==> src/rtl/dtree_node_sequencer_if.sv <==
`default_nettype none
// ============================================================================
// dtree_node_sequencer_if : feature-in / class-out handshakes and node-table
// configuration port of the decision-tree node sequencer.      Rev 1.0
// ============================================================================
interface dtree_node_sequencer_if #(
  parameter int NUM_FEATURES = 21,
  parameter int FEAT_W       = 8,
  parameter int CLASS_W      = 2,
  parameter int NODE_AW      = 5,
  parameter int FIDX_W       = $clog2(NUM_FEATURES)
);
  logic                             in_valid;
  logic                             in_ready;
  logic [NUM_FEATURES*FEAT_W-1:0]   in_features;
  logic                             out_valid;
  logic                             out_ready;
  logic [CLASS_W-1:0]               out_class;
  logic                             out_err;
  logic                             cfg_we;
  logic                             cfg_ready;
  logic [NODE_AW-1:0]               cfg_addr;
  logic                             cfg_internal;
  logic [FIDX_W-1:0]                cfg_feat;
  logic [FEAT_W-1:0]                cfg_thr;
  logic [NODE_AW-1:0]               cfg_left;
  logic [NODE_AW-1:0]               cfg_right;
  logic [CLASS_W-1:0]               cfg_class;

  modport master (
    output in_valid, in_features, out_ready,
    output cfg_we, cfg_addr, cfg_internal, cfg_feat, cfg_thr, cfg_left, cfg_right, cfg_class,
    input  in_ready, out_valid, out_class, out_err, cfg_ready
  );

  modport slave (
    input  in_valid, in_features, out_ready,
    input  cfg_we, cfg_addr, cfg_internal, cfg_feat, cfg_thr, cfg_left, cfg_right, cfg_class,
    output in_ready, out_valid, out_class, out_err, cfg_ready
  );
endinterface
`default_nettype wire

==> src/rtl/dtree_node_sequencer.sv <==
`default_nettype none
// ============================================================================
// dtree_node_sequencer : walks a programmable decision-tree node table from
// the root, one node per clock, through a single shared comparator. Rev 1.0
// ============================================================================
module dtree_node_sequencer #(
  parameter int NUM_FEATURES = 21,
  parameter int FEAT_W       = 8,
  parameter int CLASS_W      = 2,
  parameter int NODE_AW      = 5,
  parameter int FIDX_W       = $clog2(NUM_FEATURES)
) (
  input  wire logic              clk,
  input  wire logic              rst_n,
  dtree_node_sequencer_if.slave  io_bus
);
  localparam int          c_DEPTH    = 1 << NODE_AW;
  localparam logic [31:0] c_NUM_FEAT = 32'(NUM_FEATURES);

  typedef enum logic [1:0] {
    S_IDLE = 2'd0,
    S_EVAL = 2'd1,
    S_DONE = 2'd2
  } state_t;

  typedef struct packed {
    logic                internal;
    logic [FIDX_W-1:0]   feat;
    logic [FEAT_W-1:0]   thr;
    logic [NODE_AW-1:0]  left;
    logic [NODE_AW-1:0]  right;
    logic [CLASS_W-1:0]  cls;
  } node_t;

  state_t               r_state;
  node_t                r_table [c_DEPTH];
  logic [FEAT_W-1:0]    r_feat  [NUM_FEATURES];
  logic [NODE_AW-1:0]   r_node;
  logic [NODE_AW-1:0]   r_step;
  logic                 r_out_valid;
  logic [CLASS_W-1:0]   r_out_class;
  logic                 r_out_err;

  logic                 w_idle;
  logic                 w_cfg_wr;
  node_t                w_node;
  logic                 w_feat_ok;
  logic [FIDX_W-1:0]    w_fidx;
  logic [FEAT_W-1:0]    w_fval;
  logic                 w_go_left;
  logic                 w_step_last;

  // Both ready outputs are held low while reset is asserted.
  assign w_idle      = rst_n && (r_state == S_IDLE);
  assign w_cfg_wr    = io_bus.cfg_we && w_idle;

  assign w_node      = r_table[r_node];
  assign w_feat_ok   = 32'(w_node.feat) < c_NUM_FEAT;
  assign w_fidx      = w_feat_ok ? w_node.feat : '0;
  assign w_fval      = r_feat[w_fidx];
  assign w_go_left   = (w_fval <= w_node.thr);
  // One more internal step would visit 2^NODE_AW nodes: the table has a cycle.
  assign w_step_last = (r_step == {NODE_AW{1'b1}});

  always_ff @(posedge clk) begin
    if (!rst_n) begin
      for (int i = 0; i < c_DEPTH; i++) begin
        r_table[i] <= '0;
      end
    end else if (w_cfg_wr) begin
      r_table[io_bus.cfg_addr] <= {io_bus.cfg_internal, io_bus.cfg_feat, io_bus.cfg_thr,
                                   io_bus.cfg_left, io_bus.cfg_right, io_bus.cfg_class};
    end
  end

  always_ff @(posedge clk) begin
    if (!rst_n) begin
      r_state     <= S_IDLE;
      r_node      <= '0;
      r_step      <= '0;
      r_out_valid <= 1'b0;
      r_out_class <= '0;
      r_out_err   <= 1'b0;
      for (int i = 0; i < NUM_FEATURES; i++) begin
        r_feat[i] <= '0;
      end
    end else begin
      case (r_state)
        S_IDLE: begin
          if (io_bus.in_valid) begin
            for (int i = 0; i < NUM_FEATURES; i++) begin
              r_feat[i] <= io_bus.in_features[i*FEAT_W +: FEAT_W];
            end
            r_node  <= '0;
            r_step  <= '0;
            r_state <= S_EVAL;
          end
        end
        S_EVAL: begin
          if (!w_node.internal) begin
            r_out_class <= w_node.cls;
            r_out_err   <= 1'b0;
            r_out_valid <= 1'b1;
            r_state     <= S_DONE;
          end else if (!w_feat_ok || w_step_last) begin
            r_out_class <= '0;
            r_out_err   <= 1'b1;
            r_out_valid <= 1'b1;
            r_state     <= S_DONE;
          end else begin
            r_node <= w_go_left ? w_node.left : w_node.right;
            r_step <= r_step + 1'b1;
          end
        end
        S_DONE: begin
          if (io_bus.out_ready) begin
            r_out_valid <= 1'b0;
            r_state     <= S_IDLE;
          end
        end
        default: begin
          r_out_valid <= 1'b0;
          r_state     <= S_IDLE;
        end
      endcase
    end
  end

  assign io_bus.in_ready  = w_idle;
  assign io_bus.cfg_ready = w_idle;
  assign io_bus.out_valid = r_out_valid;
  assign io_bus.out_class = r_out_class;
  assign io_bus.out_err   = r_out_err;

endmodule
`default_nettype wire

==> src/flat_wrapper.sv <==
// flat-port wrapper written by rule: the top's interface ports become plain ports
module dtree_node_sequencer_flat 
#(
  parameter int NUM_FEATURES = 21,
  parameter int FEAT_W       = 8,
  parameter int CLASS_W      = 2,
  parameter int NODE_AW      = 5,
  parameter int FIDX_W       = $clog2(NUM_FEATURES)
)
  (clk, rst_n, io_bus_in_valid, io_bus_in_features, io_bus_out_ready, io_bus_cfg_we, io_bus_cfg_addr, io_bus_cfg_internal, io_bus_cfg_feat, io_bus_cfg_thr, io_bus_cfg_left, io_bus_cfg_right, io_bus_cfg_class, io_bus_in_ready, io_bus_out_valid, io_bus_out_class, io_bus_out_err, io_bus_cfg_ready);
  dtree_node_sequencer_if #(.NUM_FEATURES(NUM_FEATURES), .FEAT_W(FEAT_W), .CLASS_W(CLASS_W), .NODE_AW(NODE_AW), .FIDX_W(FIDX_W)) io_bus_i ();
  input  wire logic clk;
  input  wire logic rst_n;
  input wire logic [$bits(io_bus_i.in_valid)-1:0] io_bus_in_valid;
  input wire logic [$bits(io_bus_i.in_features)-1:0] io_bus_in_features;
  input wire logic [$bits(io_bus_i.out_ready)-1:0] io_bus_out_ready;
  input wire logic [$bits(io_bus_i.cfg_we)-1:0] io_bus_cfg_we;
  input wire logic [$bits(io_bus_i.cfg_addr)-1:0] io_bus_cfg_addr;
  input wire logic [$bits(io_bus_i.cfg_internal)-1:0] io_bus_cfg_internal;
  input wire logic [$bits(io_bus_i.cfg_feat)-1:0] io_bus_cfg_feat;
  input wire logic [$bits(io_bus_i.cfg_thr)-1:0] io_bus_cfg_thr;
  input wire logic [$bits(io_bus_i.cfg_left)-1:0] io_bus_cfg_left;
  input wire logic [$bits(io_bus_i.cfg_right)-1:0] io_bus_cfg_right;
  input wire logic [$bits(io_bus_i.cfg_class)-1:0] io_bus_cfg_class;
  output wire logic [$bits(io_bus_i.in_ready)-1:0] io_bus_in_ready;
  output wire logic [$bits(io_bus_i.out_valid)-1:0] io_bus_out_valid;
  output wire logic [$bits(io_bus_i.out_class)-1:0] io_bus_out_class;
  output wire logic [$bits(io_bus_i.out_err)-1:0] io_bus_out_err;
  output wire logic [$bits(io_bus_i.cfg_ready)-1:0] io_bus_cfg_ready;
  assign io_bus_i.in_valid = io_bus_in_valid;
  assign io_bus_i.in_features = io_bus_in_features;
  assign io_bus_i.out_ready = io_bus_out_ready;
  assign io_bus_i.cfg_we = io_bus_cfg_we;
  assign io_bus_i.cfg_addr = io_bus_cfg_addr;
  assign io_bus_i.cfg_internal = io_bus_cfg_internal;
  assign io_bus_i.cfg_feat = io_bus_cfg_feat;
  assign io_bus_i.cfg_thr = io_bus_cfg_thr;
  assign io_bus_i.cfg_left = io_bus_cfg_left;
  assign io_bus_i.cfg_right = io_bus_cfg_right;
  assign io_bus_i.cfg_class = io_bus_cfg_class;
  assign io_bus_in_ready = io_bus_i.in_ready;
  assign io_bus_out_valid = io_bus_i.out_valid;
  assign io_bus_out_class = io_bus_i.out_class;
  assign io_bus_out_err = io_bus_i.out_err;
  assign io_bus_cfg_ready = io_bus_i.cfg_ready;
  dtree_node_sequencer #(.NUM_FEATURES(NUM_FEATURES), .FEAT_W(FEAT_W), .CLASS_W(CLASS_W), .NODE_AW(NODE_AW), .FIDX_W(FIDX_W)) u_core (.clk(clk), .rst_n(rst_n), .io_bus(io_bus_i));
endmodule
==> config.mk <==
export PLATFORM = sky130hd
export DESIGN_NAME = dtree_node_sequencer_flat
export DESIGN_NICKNAME = d
export VERILOG_FILES = /design/src/rtl/dtree_node_sequencer_if.sv /design/src/rtl/dtree_node_sequencer.sv /design/src/flat_wrapper.sv
export SDC_FILE = /design/constraint.sdc
export NUM_CORES = 2
export LEC_CHECK = 0
export CAP_MARGIN = 0
export CORE_MARGIN = 1
export CORE_UTILIZATION = 50
export DETAILED_ROUTE_END_ITERATION = 8
export GPL_TIMING_DRIVEN = 0
export PLACE_DENSITY = 0.74
export SETUP_SLACK_MARGIN = 0.15
export SYNTH_ARGS = -nofsm -noshare
export SYNTH_HDL_FRONTEND = slang
export SYNTH_SLANG_ARGS = --single-unit
==> constraint.sdc <==
create_clock -name clk -period 11.5 [get_ports clk]
set_input_delay 2.3 -clock clk [delete_from_list [all_inputs] [get_ports clk]]
set_output_delay 2.3 -clock clk [all_outputs]
set_load 0.05 [all_outputs]
==> Word level (Yosys, flattened, before mapping) <==
Memory sizes are Yosys's and may differ from the RTL's. A register that Yosys moved wholly into a read port is not among the register bits.
Index checks and enable logic that the tools add are counted.
{ "totals": {"ram_bits": 1000, "mem_count": 2, "word_cells": 108, "inputBits": 204, "output_inout_bits": 6, "ff_bits": 16} }
{ "mem_list": {"columns": ["memory", "depth", "width", "read_ports", "rd_clocked_by_memory_dff", "wr", "line", "rtl"], "rows": [
  ["u_core.r_table", 32, 26, 1, 1, 32, "dtree_node_sequencer.sv:36", "node_t r_table [c_DEPTH];"],
  ["u_core.r_feat", 21, 8, 1, 0, 21, "dtree_node_sequencer.sv:37", "logic [FEAT_W-1:0] r_feat [NUM_FEATURES];"]
]} }
{ "classes": {"n_mux": 55, "n_addsub": 1, "n_eq_ne": 9, "magnitude_cmp": 2, "n_bitwise": 22, "n_reduce_logical": 11} }
{ "op_table": {"columns": ["cell", "count"], "rows": [
  ["$mux W8", 21],
  ["$mux W5", 10],
  ["$mux W26", 1],
  ["$reduce_or A26 Y1", 1],
  ["$or A1 B1 Y1", 21],
  ["$pmux W5 S2", 2],
  ["$mux W1", 13],
  ["$mux W2", 6],
  ["$le A8 B8 Y1", 1],
  ["$ne A2 B2 Y1 const B", 4],
  ["$pmux W2 S3", 1],
  ["$reduce_and A3 Y1", 2],
  ["$add A5 B1 Y5 const B", 1],
  ["$eq A5 B5 Y1 const B", 1],
  ["$lt A5 B5 Y1 const B", 1],
  ["$reduce_and A4 Y1", 1],
  ["$ne A3 B3 Y1 const B", 1],
  ["$pmux W1 S3", 1],
  ["$eq A2 B1 Y1 const B", 1],
  ["$eq A2 B2 Y1 const B", 1],
  ["$logic_and A1 B1 Y1", 2],
  ["$logic_not A2 Y1", 1],
  ["$ne A2 B1 Y1 const B", 1],
  ["$reduce_and A2 Y1", 1],
  ["4 further kinds", 4]
]} }

==> Longest topological paths before layout <==
An unclocked memory read counts as a cell.
{ "depth": {"word_depth": 10, "ltp_mapped": 25, "depth_no_buf": 19} }

==> Worst setup path before layout <==
No wires, ideal clock.
{ "synth_path": {"path_type": "input to register", "from": "input io_bus_in_valid", "to": "memory u_core.r_feat[0][0], enable pin", "setup_slack_ns": 3.852, "n_path_buf": 1, "path_stages": 3, "required_time_ns": 10.940, "setup_ns": 0.560, "arrival_time_ns": 7.088, "cell_sequence": "clkbuf_1 nor3b_1 nand2b_1"} }
{ "synth_rtl": {"columns": ["element", "line", "rtl"], "rows": [
  ["start: declaration", "flat_wrapper.sv:14", "input wire logic [$bits(io_bus_i.in_valid)-1:0] io_bus_in_valid;"],
  ["end: declaration", "dtree_node_sequencer.sv:37", null]
]} }

==> summary.md <==
The run gives 30400 µm² as the combined flip-flop and latch cell area. The netlist uses 65 different library cells. For the final net count, the log shows 3534. Of the synthesized area, sequential elements account for 65.4%.

The routed layout has 28100 vias. In the synthesized netlist the async set-or-reset flop fraction comes to 0%. The via count of the first global-routing pass was 27900. The fmax was 0.123 GHz; the starting density of the core was 50.7%. Counting flops and latches in the post-synthesis netlist gives 1021.

In this run, CTS created clock tree buffers numbering 105. The floorplan step defined a core boundary enclosing 91900 µm². The flow ran to the end, and the final reports show no timing, DRC or antenna violations. The maximum buffer depth of the clock tree is 3, and the leakage power is 19.9 nW.

Leaving out fill and tap cells, the most frequent cell in the layout is sky130_fd_sc_hd__edfxtp_1. The tools report the number of primary I/O pins as 210. The tools report the level count of the clock H-tree as 3. Setup repair after global routing left no endpoint under its margin.

The run gives 0 as the global route total overflow. The nature of the critical path startpoint was a flip-flop. Entering global routing, the biggest net connects 64 pins. After the first detailed-routing iteration, the DRC count stood at 3962. The final hold violation count came out at 0. The die covers 94400 µm². The run gives 7.27% as the worst relative slew slack. The clock-pin transition on the worst setup and hold timing paths was 0.06 ns; the average footprint of a synthesized cell was 15.7 µm². Clock skew on the completed layout was measured at 0.0497 ns.

By startpoint and endpoint, the worst setup path is classified as reg -> reg. For the pin with the worst max-slew slack, the measured transition is 1.39 ns. In the routed design, unresolved DRC markers number 0. The count of nets left with antenna violations once routing finished came out at 0.

After layout, the design draws a total of 8.58 mW. The number of setup buffers added after CTS is 0. The post-cts hold buffer count is 0, and the number of max-slew violations in the final report is 0.

The tree is rooted in a sky130_fd_sc_hd__clkbuf_16. The fraction of final layout cells sized beyond drive strength 1 works out to 15.5%. The tools report the endpoint kind of the worst setup timing path as a flip-flop. In this run, synthesis inferred 1000 flip-flops with an integrated enable. The cell area power density is 157 nW/µm², and the vertical die dimension is 307 µm. Pre-CTS setup slack: 3.62 ns. Setup violations remaining at the end of the flow were counted as 0. The cell count after synthesis was 2971; the overall track demand over capacity in global routing was 28.3%. In the layout the commonest cells are 1000 x sky130_fd_sc_hd__edfxtp_1, 858 x sky130_fd_sc_hd__and2_1, 251 x sky130_fd_sc_hd__mux4_2.

The total standard cell area after synthesis came out at 46600 µm². The worst hold path was traced through 2 stages. The layout has 6848 filler cells. The required time reported for the critical path endpoint was 12.03 ns; the detailed-route vias per instance was 6.04. Max-cap violations in this run came to 0.

Signal arrival time at the worst endpoint: 8.65 ns. Post-route clock period utilization: 70.7%. The min-delay analysis places its worst path in the category reg -> reg. The routed wirelength normalized by instance count was 28.7 µm.

At the end of the flow the core is filled with cells to 59.6%. The relative area change from synthesis to final layout came out at 17.6%. The number of cells on the worst reg-to-reg path is 21.

Among all flip-flop cells after synthesis, the most frequent one is sky130_fd_sc_hd__edfxtp_1. The initialized floorplan defines 111 standard-cell rows. Of all nets on the critical path, the largest fanout is 10. The die is 307 µm wide. TritonCTS built the clock tree. Setup slack closes at 3.37 ns. The HPWL after detailed placement is 93100 µm. Summing all multi-input logic gate instances after layout gives 15300 µm². After detailed routing, the total wire length is 133000 µm.

After clock tree synthesis, the repair step resized 0 gates. The run gives 0.70 ns as the clock latency on the worst-skew pair. Subtracting the final worst setup slack from the clock period gives 8.13 ns. The first detailed-routing pass took 5 iterations.

Yosys printed 0 warnings. The routability-driven placement congestion ratio was 0.963; the count of buffers from port buffering was 208. VDD sags by at most 0.127 mV. For the wire length of the first global-routing pass, the log shows 190000 µm.

The number of nets in the synthesized netlist is 3185. Sum of negative setup slack: 0 ns. The logs give 4 for the number of antenna violations at the first check in global routing and 1021 for the number of sinks handled by clock tree synthesis.
sequential cells by signal, indices dropped and copies added (netlist names), named ones only:
name and count:
u_core.io_bus.out_class 2, u_core.io_bus.out_err 1, u_core.io_bus.out_valid 1, u_core.r_feat 168, u_core.r_node 5, u_core.r_state 2, u_core.r_step 5, u_core.r_table 832
power breakdown:
group / switching, mW / internal [mW]
combinational: 0.555 / 0.362
clock: 1.46 / 1.90
sequential: 0.0487 / 4.26
synth_stat cells, drive strengths merged, types with 21 or more instances:
cell | instances | area (µm²)
a21oi | 34 | 174
and2 | 859 | 5380
and3 | 147 | 920
buf | 49 | 333
clkbuf | 218 | 818
dfxtp | 21 | 420
edfxtp | 1000 | 30000
mux2i | 96 | 981
mux4 | 253 | 5710
nand2 | 35 | 131
nor2 | 50 | 188
o21ai | 51 | 259
cell families after synthesis:
kind of cell             after synthesis  share of synthesized area, %
AO/OA/AOI/OAI                        156                          2.19
XOR/XNOR                               2                        0.0376
adder cells (fa/ha/maj)               10                         0.269
buffers and inverters                272                          2.51
flip-flops                          1021                          65.4
multiplexers                         362                          14.7
AND/OR/NAND/NOR                     1148                          14.9
layout make-up:
| type | instances | share of cell area [%] |
|---|---|---|
| clock buffers | 133 | 5.03 |
| repair buffers | 242 | 5.32 |
| flip-flops and latches | 1021 | 55.6 |
| plain buffers | 267 | 2.10 |
| multi-input cells | 1678 | 28.0 |
| well taps | 1243 | 2.84 |
| inverters | 5 | 0.0343 |
| clock inverters | 58 | 1.08 |
| diodes | 1 | 0.00457 |
per-stage QoR:
step           hold WS [ns]  instances  cell area (µm²)
2_1_floorplan         0.454       2971            46600
3_3_place_gp          0.442       4422            50200
3_5_place_dp          0.438       4456            51400
4_1_cts               0.447       4647            54800
5_1_grt               0.462       4648            54800
6_report              0.443       4648            54800
path summary, 6_finish.rpt:
check | from | endpoint | slack (ns)
setup / recovery | flip-flop | flip-flop | 3.37
hold / removal | u_core.io_bus.out_err | u_core.io_bus.out_err | 0.44
setup reg to reg | flip-flop | flip-flop | 3.37
hold reg to reg | u_core.io_bus.out_err | u_core.io_bus.out_err | 0.44
worst max-delay path, cell delays in order (launching register included):
cell,delay (ns)
sky130_fd_sc_hd__dfxtp_1,0.33
sky130_fd_sc_hd__buf_2,0.27
sky130_fd_sc_hd__buf_2,0.44
sky130_fd_sc_hd__buf_2,0.40
sky130_fd_sc_hd__buf_2,0.39
sky130_fd_sc_hd__buf_2,0.49
sky130_fd_sc_hd__clkbuf_1,0.62
sky130_fd_sc_hd__clkbuf_1,1.03
sky130_fd_sc_hd__mux4_2,0.45
sky130_fd_sc_hd__mux4_2,0.57
sky130_fd_sc_hd__mux2i_1,0.53
sky130_fd_sc_hd__ha_1,0.35
sky130_fd_sc_hd__nor2b_1,0.13
sky130_fd_sc_hd__o21a_1,0.16
sky130_fd_sc_hd__o21a_1,0.16
sky130_fd_sc_hd__o21ai_0,0.14
sky130_fd_sc_hd__a21oi_1,0.10
sky130_fd_sc_hd__o31ai_2,0.22
sky130_fd_sc_hd__buf_6,0.22
sky130_fd_sc_hd__mux4_2,0.67
sky130_fd_sc_hd__nand3_1,0.14
sky130_fd_sc_hd__a21boi_0,0.10
metal layers:
layer  vias up  GRT usage, %  part of all wire, %  wire, µm
met5         -             0                    0         0
met3       346          5.24                  9.7     12900
met2      1663          46.3                   49     65000
met1     14200          36.5                   36     48500
li1      11800             -                    -         -
met4         0          13.5                  5.3      7100
(Power assumes the default switching activity.)
